File: src/rtl/ws_weight_loader_pkg.sv
// Shared types and helpers for the weight-stationary weight loader.
// Holds the FSM encoding, counter sizing and the lane-slice convention for COLS*D_W buses.
package ws_weight_loader_pkg;

  typedef enum logic [1:0] {
    IDLE  = 2'd0,
    FILL  = 2'd1,
    SHIFT = 2'd2,
    DONE  = 2'd3
  } state_t;

  // Lane c of a COLS*D_W bus occupies bits [lane_lo(c, D_W) +: D_W].
  function automatic int lane_lo(input int lane, input int d_w);
    return lane * d_w;
  endfunction

  function automatic int cnt_width(input int depth);
    return (depth > 1) ? $clog2(depth) : 1;
  endfunction

endpackage

File: src/rtl/weight_row_buffer.sv
// ROWS x WIDTH register file holding one weight tile.
// One synchronous write port and one combinational read port.
module weight_row_buffer
  import ws_weight_loader_pkg::*;
#(
  parameter int ROWS  = 4,
  parameter int WIDTH = 32,
  parameter int AW    = cnt_width(ROWS)
) (
  input  logic             clk,
  input  logic             we,
  input  logic [AW-1:0]    waddr,
  input  logic [WIDTH-1:0] wdata,
  input  logic [AW-1:0]    raddr,
  output logic [WIDTH-1:0] rdata
);

  logic [WIDTH-1:0] mem [ROWS];

  // NOTE: storage has no reset; every row is rewritten by FILL before SHIFT reads it.
  always_ff @(posedge clk) begin
    if (we) mem[waddr] <= wdata;
  end

  assign rdata = mem[raddr];

endmodule

File: src/rtl/ws_weight_loader.sv
// Collects ROWS weight vectors, then streams them bottom-row-first into the PE columns
// with weight_we held for exactly ROWS cycles, followed by a one-cycle done pulse.
module ws_weight_loader
  import ws_weight_loader_pkg::*;
#(
  parameter int D_W  = 8,
  parameter int ROWS = 4,
  parameter int COLS = 4
) (
  input  logic              clk,
  input  logic              rst_n,
  input  logic              load_start,
  input  logic              abort,
  input  logic              w_valid,
  output logic              w_ready,
  input  logic [COLS*D_W-1:0] w_data,
  output logic              weight_we,
  output logic [COLS*D_W-1:0] weight_out,
  output logic              busy,
  output logic              done
);

  localparam int CW = cnt_width(ROWS);
  localparam int VW = COLS * D_W;
  localparam logic [CW-1:0] LAST = CW'(ROWS - 1);

  state_t        state, state_next;
  logic [CW-1:0] row_cnt, shift_cnt;
  logic [VW-1:0] rd_data;
  logic          wr_en;
  logic          shifting;

  assign w_ready  = (state == FILL);
  assign busy     = (state != IDLE);
  assign wr_en    = w_ready & w_valid & ~abort;
  assign shifting = (state == SHIFT) & ~abort;

  // Reading from the bottom row first lets the column shift chain settle row k on buf[k].
  weight_row_buffer #(
    .ROWS (ROWS),
    .WIDTH(VW),
    .AW   (CW)
  ) u_buf (
    .clk  (clk),
    .we   (wr_en),
    .waddr(row_cnt),
    .wdata(w_data),
    .raddr(LAST - shift_cnt),
    .rdata(rd_data)
  );

  // NOTE: state_next is defaulted before the case so no path leaves it unassigned (no latch).
  always_comb begin
    state_next = state;
    if (abort) begin
      state_next = IDLE;
    end else begin
      case (state)
        IDLE:    if (load_start) state_next = FILL;
        FILL:    if (wr_en && row_cnt == LAST) state_next = SHIFT;
        SHIFT:   if (shift_cnt == LAST) state_next = DONE;
        DONE:    state_next = IDLE;
        default: state_next = IDLE;
      endcase
    end
  end

  // NOTE: sequential state uses non-blocking assignments so all registers update together.
  always_ff @(posedge clk or negedge rst_n) begin
    if (!rst_n) state <= IDLE;
    else        state <= state_next;
  end

  always_ff @(posedge clk or negedge rst_n) begin
    if (!rst_n) begin
      row_cnt   <= '0;
      shift_cnt <= '0;
    end else if (abort) begin
      row_cnt   <= '0;
      shift_cnt <= '0;
    end else begin
      if (wr_en)
        row_cnt <= (row_cnt == LAST) ? '0 : row_cnt + CW'(1);
      if (state == SHIFT)
        shift_cnt <= (shift_cnt == LAST) ? '0 : shift_cnt + CW'(1);
    end
  end

  // Registered edge outputs: high/valid on the ROWS cycles after each SHIFT cycle.
  always_ff @(posedge clk or negedge rst_n) begin
    if (!rst_n) begin
      weight_we  <= 1'b0;
      weight_out <= '0;
      done       <= 1'b0;
    end else begin
      weight_we  <= shifting;
      weight_out <= shifting ? rd_data : '0;
      done       <= (state == DONE) & ~abort;
    end
  end

endmodule

File: config.mk
export PLATFORM = sky130hd
export DESIGN_NAME = ws_weight_loader
export DESIGN_NICKNAME = d
export VERILOG_FILES = /design/src/rtl/ws_weight_loader_pkg.sv /design/src/rtl/weight_row_buffer.sv /design/src/rtl/ws_weight_loader.sv
export SDC_FILE = /design/constraint.sdc
export NUM_CORES = 1
export LEC_CHECK = 0
export ABC_CLOCK_PERIOD_IN_PS = 2500
export CAP_MARGIN = 20
export CORE_ASPECT_RATIO = 0.7
export CORE_MARGIN = 3
export CORE_UTILIZATION = 30
export CTS_CLUSTER_SIZE = 30
export DETAILED_ROUTE_END_ITERATION = 16
export GPL_ROUTABILITY_DRIVEN = 0
export PLACE_DENSITY = 0.49
export REMOVE_ABC_BUFFERS = 1
export SYNTH_ARGS = -nofsm -noshare
export SYNTH_HDL_FRONTEND = slang
export SYNTH_SLANG_ARGS = --single-unit
File: constraint.sdc
create_clock -name clk -period 2.5 [get_ports clk]
set_input_delay 0.375 -clock clk [delete_from_list [all_inputs] [get_ports clk]]
set_output_delay 0.375 -clock clk [all_outputs]
set_load 0.005 [all_outputs]
==> results.yml <==
status:
  outcome: "completed"
routing:
  drt-met1-wl_mm: 5.59
  drt-initial-drc-count: 124
  via_count_normalized_by_instance_count: 4.38
  drtAntennaViolNets: 0
  vias: 2904
  total_wirelength_of_the_detailed_routed_design_mm: 12.0
  wl_met3_um: 581
  detail_route.wl_per_cell_um: 18.0
  highest-signal-layer: "met5"
  dr.pass1.iters: 4
  drcViolationCount: 0
  met2RoutedLength_mm: 5.66
layout:
  most_common_library_cell_in_the_layout_ignoring_fill_and_taps: "edfxtp_1"
  diodes: 0
  nNetsFinal: 426
  syn_to_final_growth_pct: 27.7
  mostFrequentLayoutCells: "128 x edfxtp_1, 71 x clkdlybuf4s50_1, 38 x dfrtp_1"
  filler_cell_count: 1814
  final_layout_size_suffix_gt1_share_pct: 19.3
  final-instance-count-excl-fill: 663
floorplanning:
  design.portCount: 73
  die_area_um2: 22400
  placement_rows: 43
  die-width_um: 178
  fp.coreArea_um2: 20100
  floorplan.initialDensity_pct: 30.9
  die_h_um: 126
power_and_ir_drop:
  power_per_cell_area_nw_per_um2: 844
  peakVddDrop_mv: 0.443
  p_leak_nw: 2.72
  fin_total_pwr_mw: 6.68
timing:
  setup-violations-final: 0
  timing.setup.tns_ns: 0
  grt_setup_unrepaired: "false"
  setup_ws_ns: 0.460
  fin_hold_ws_ns: 0.522
  report.final.hold_viol_count: 0
  period_minus_slack_ns: 2.04
  final_min_period_over_clock_period_pct: 81.6
  max_freq_mhz: 490
  slew-limit-headroom_pct: 56.5
  tightest_slew_ns: 0.652
  worst_clock_skew_ns: 0.00838
  slew_viol_final: 0
clock_tree:
  cts_setup_buffers: 0
  htreeDepth: 4
  clock_root_buffer: "clkbuf_16"
  clock_tree.buffer_depth: 2
  cts_tree: "yes"
  clk_latency_ns: 0.42
  clock_pin_slew_worst_setup_and_hold_paths_ns: 0.06
  clock-sinks: 168
  cts_inserted_buffers: 17
global_routing:
  grt_pass1_vias: 3115
  first_pass_grt_wire_length_mm: 18.6
  gr-usage-all-layers_pct: 11.4
  globalRouteOverflowTotal: 0
  grt_max_degree: 33
  grt_antenna_before_repair: 1
synth:
  post_synth_fa_ha_maj_area_fraction_pct: 1.82
  muxShareOfSynthArea_pct: 12.2
  total_standard_cell_area_after_synthesis_um2: 6200
  synth_seq_area_share_pct: 78.2
  post_synth_xor_area_fraction_pct: 0.141
  synthSimpleGateAreaFrac_pct: 4.88
  synthDistinctLibCells: 23
  synth_top_cell_by_area: "edfxtp_1"
  yosysTopAreaCellShare_pct: 62.0
  synth-warning-count: 0
  postSynthRegisterBits: 168
  synth_top_family_by_area: "multiplexers"
  post_synth_inst_count: 289
  synth.avg_cell_area_um2: 21.4
  synth_compound_area_share_pct: 0.666
  synth_area_leaders: "edfxtp_1 62%, dfrtp_1 16%, mux4_2 10%, nor2b_1 3.7%, ha_1 1.8%"
setup_path:
  cp-start-kind: "flip-flop"
  end_kind: "primary output"
  path_class: "reg -> out"
  crit_path_max_fanout: 5
  crit_required_ns: 2.12
  worstPathArrival_ns: 1.66
placed_design:
  portBuffers: 72
  dpl.hpwl_mm: 7.44
  placed_cells_incl_taps: 630
  place_ws_ns: 0.489
run:
  maxCapViolations: 0
worst_hold_path:
  hold_path.class: "in -> async"
## where the power goes
part	switching (mW)	internal, mW
clock network	1.08	1.58
logic	0.369	0.447
registers	0.0694	3.14
total	1.52	5.16
## per-layer routing
| layer | vias to the layer above | GRT usage [%] |
|---|---|---|
| li1 | 1305 | - |
| met1 | 1514 | 15.5 |
| met2 | 69 | 17.3 |
| met3 | 14 | 4.07 |
| met4 | 2 | 3.18 |
| met5 | - | 0 |
## synth_stat cells
library cell  number
buf_6              1
a2bb2oi_1          1
xnor2_1            1
inv_1              7
and3_1             4
a211o_1            1
buf_2              4
nor2b_1           37
mux4_2            28
mux4_1             4
nor2_1             5
edfxtp_1         128
nand2b_1           1
ha_1               9
mux2i_1            2
clkbuf_1           4
buf_12             3
nand2_1            3
o21ai_0            1
a21oi_1            2
dfrtp_1           40
nand3_1            2
o311ai_1           1
## cell type report
cell class / instances / area (um2) / share of cell area, %
Sequential cell: 168 / 4850 / 61.3
Multi-Input combinational cell: 102 / 1230 / 15.5
Tap cell: 270 / 338 / 4.27
Clock buffer: 18 / 429 / 5.42
Timing Repair Buffer: 84 / 871 / 11.0
Inverter: 7 / 26.3 / 0.332
Clock inverter: 14 / 173 / 2.18
## sequential cells by signal, summed over array words and instances, names as in the netlist
name / count
u_buf.mem: 128
weight_out: 32
row_cnt: 2
shift_cnt: 2
state: 2
done: 1
weight_we: 1
## cell families (layout without fill, tap and decap cells)
logic type,after synthesis,after routing
DFF,168,168
and+or+nand+nor,52,52
muxes,34,34
buffers and inverters,19,123
adders and majority gates,9,9
AOI/OAI and AO/OA,6,6
xor gates and xnor gates,1,1
## what timing repair did
item                      in CTS  in global routing
hold endpoints to repair      26                  0
gates resized for setup        0                  0
hold buffers                   1                  0
## final timing paths
kind | from | end | slack (ns) | cells after the start
worst max-delay path | state[1]$_DFFE_PN0P_ | busy | 0.46 | 4
worst min register to register | row_cnt[1]$_DFFE_PN0P_ | row_cnt[1]$_DFFE_PN0P_ | 0.58 | 2
min in group clk | row_cnt[1]$_DFFE_PN0P_ | row_cnt[1]$_DFFE_PN0P_ | 0.58 | 2
max in group asynchronous | rst_n | weight_out[22]$_DFF_PN0_ | 1.30 | 3
worst min-delay path | rst_n | weight_we$_DFF_PN0_ | 0.52 | 2
worst max register to register | state[1]$_DFFE_PN0P_ | u_buf.mem[3][20]$_DFFE_PP_ | 0.53 | 5
## through the flow
| stage | cell area [um2] | util (%) |
|---|---|---|
| detailed placement | 7300 | 36.4 |
| global route | 7910 | 39.4 |
| finish | 7910 | 39.4 |
| floorplan | 6090 | - |
| CTS | 7910 | 39.4 |
| global placement | 7300 | 36.4 |
## critical path, stage by stage, from the launching register on
cell	delay, ns
dfrtp_1	0.41
inv_1	0.08
ha_1	0.21
inv_1	0.06
clkdlybuf4s50_1	0.49
(Power assumes the default switching activity.)
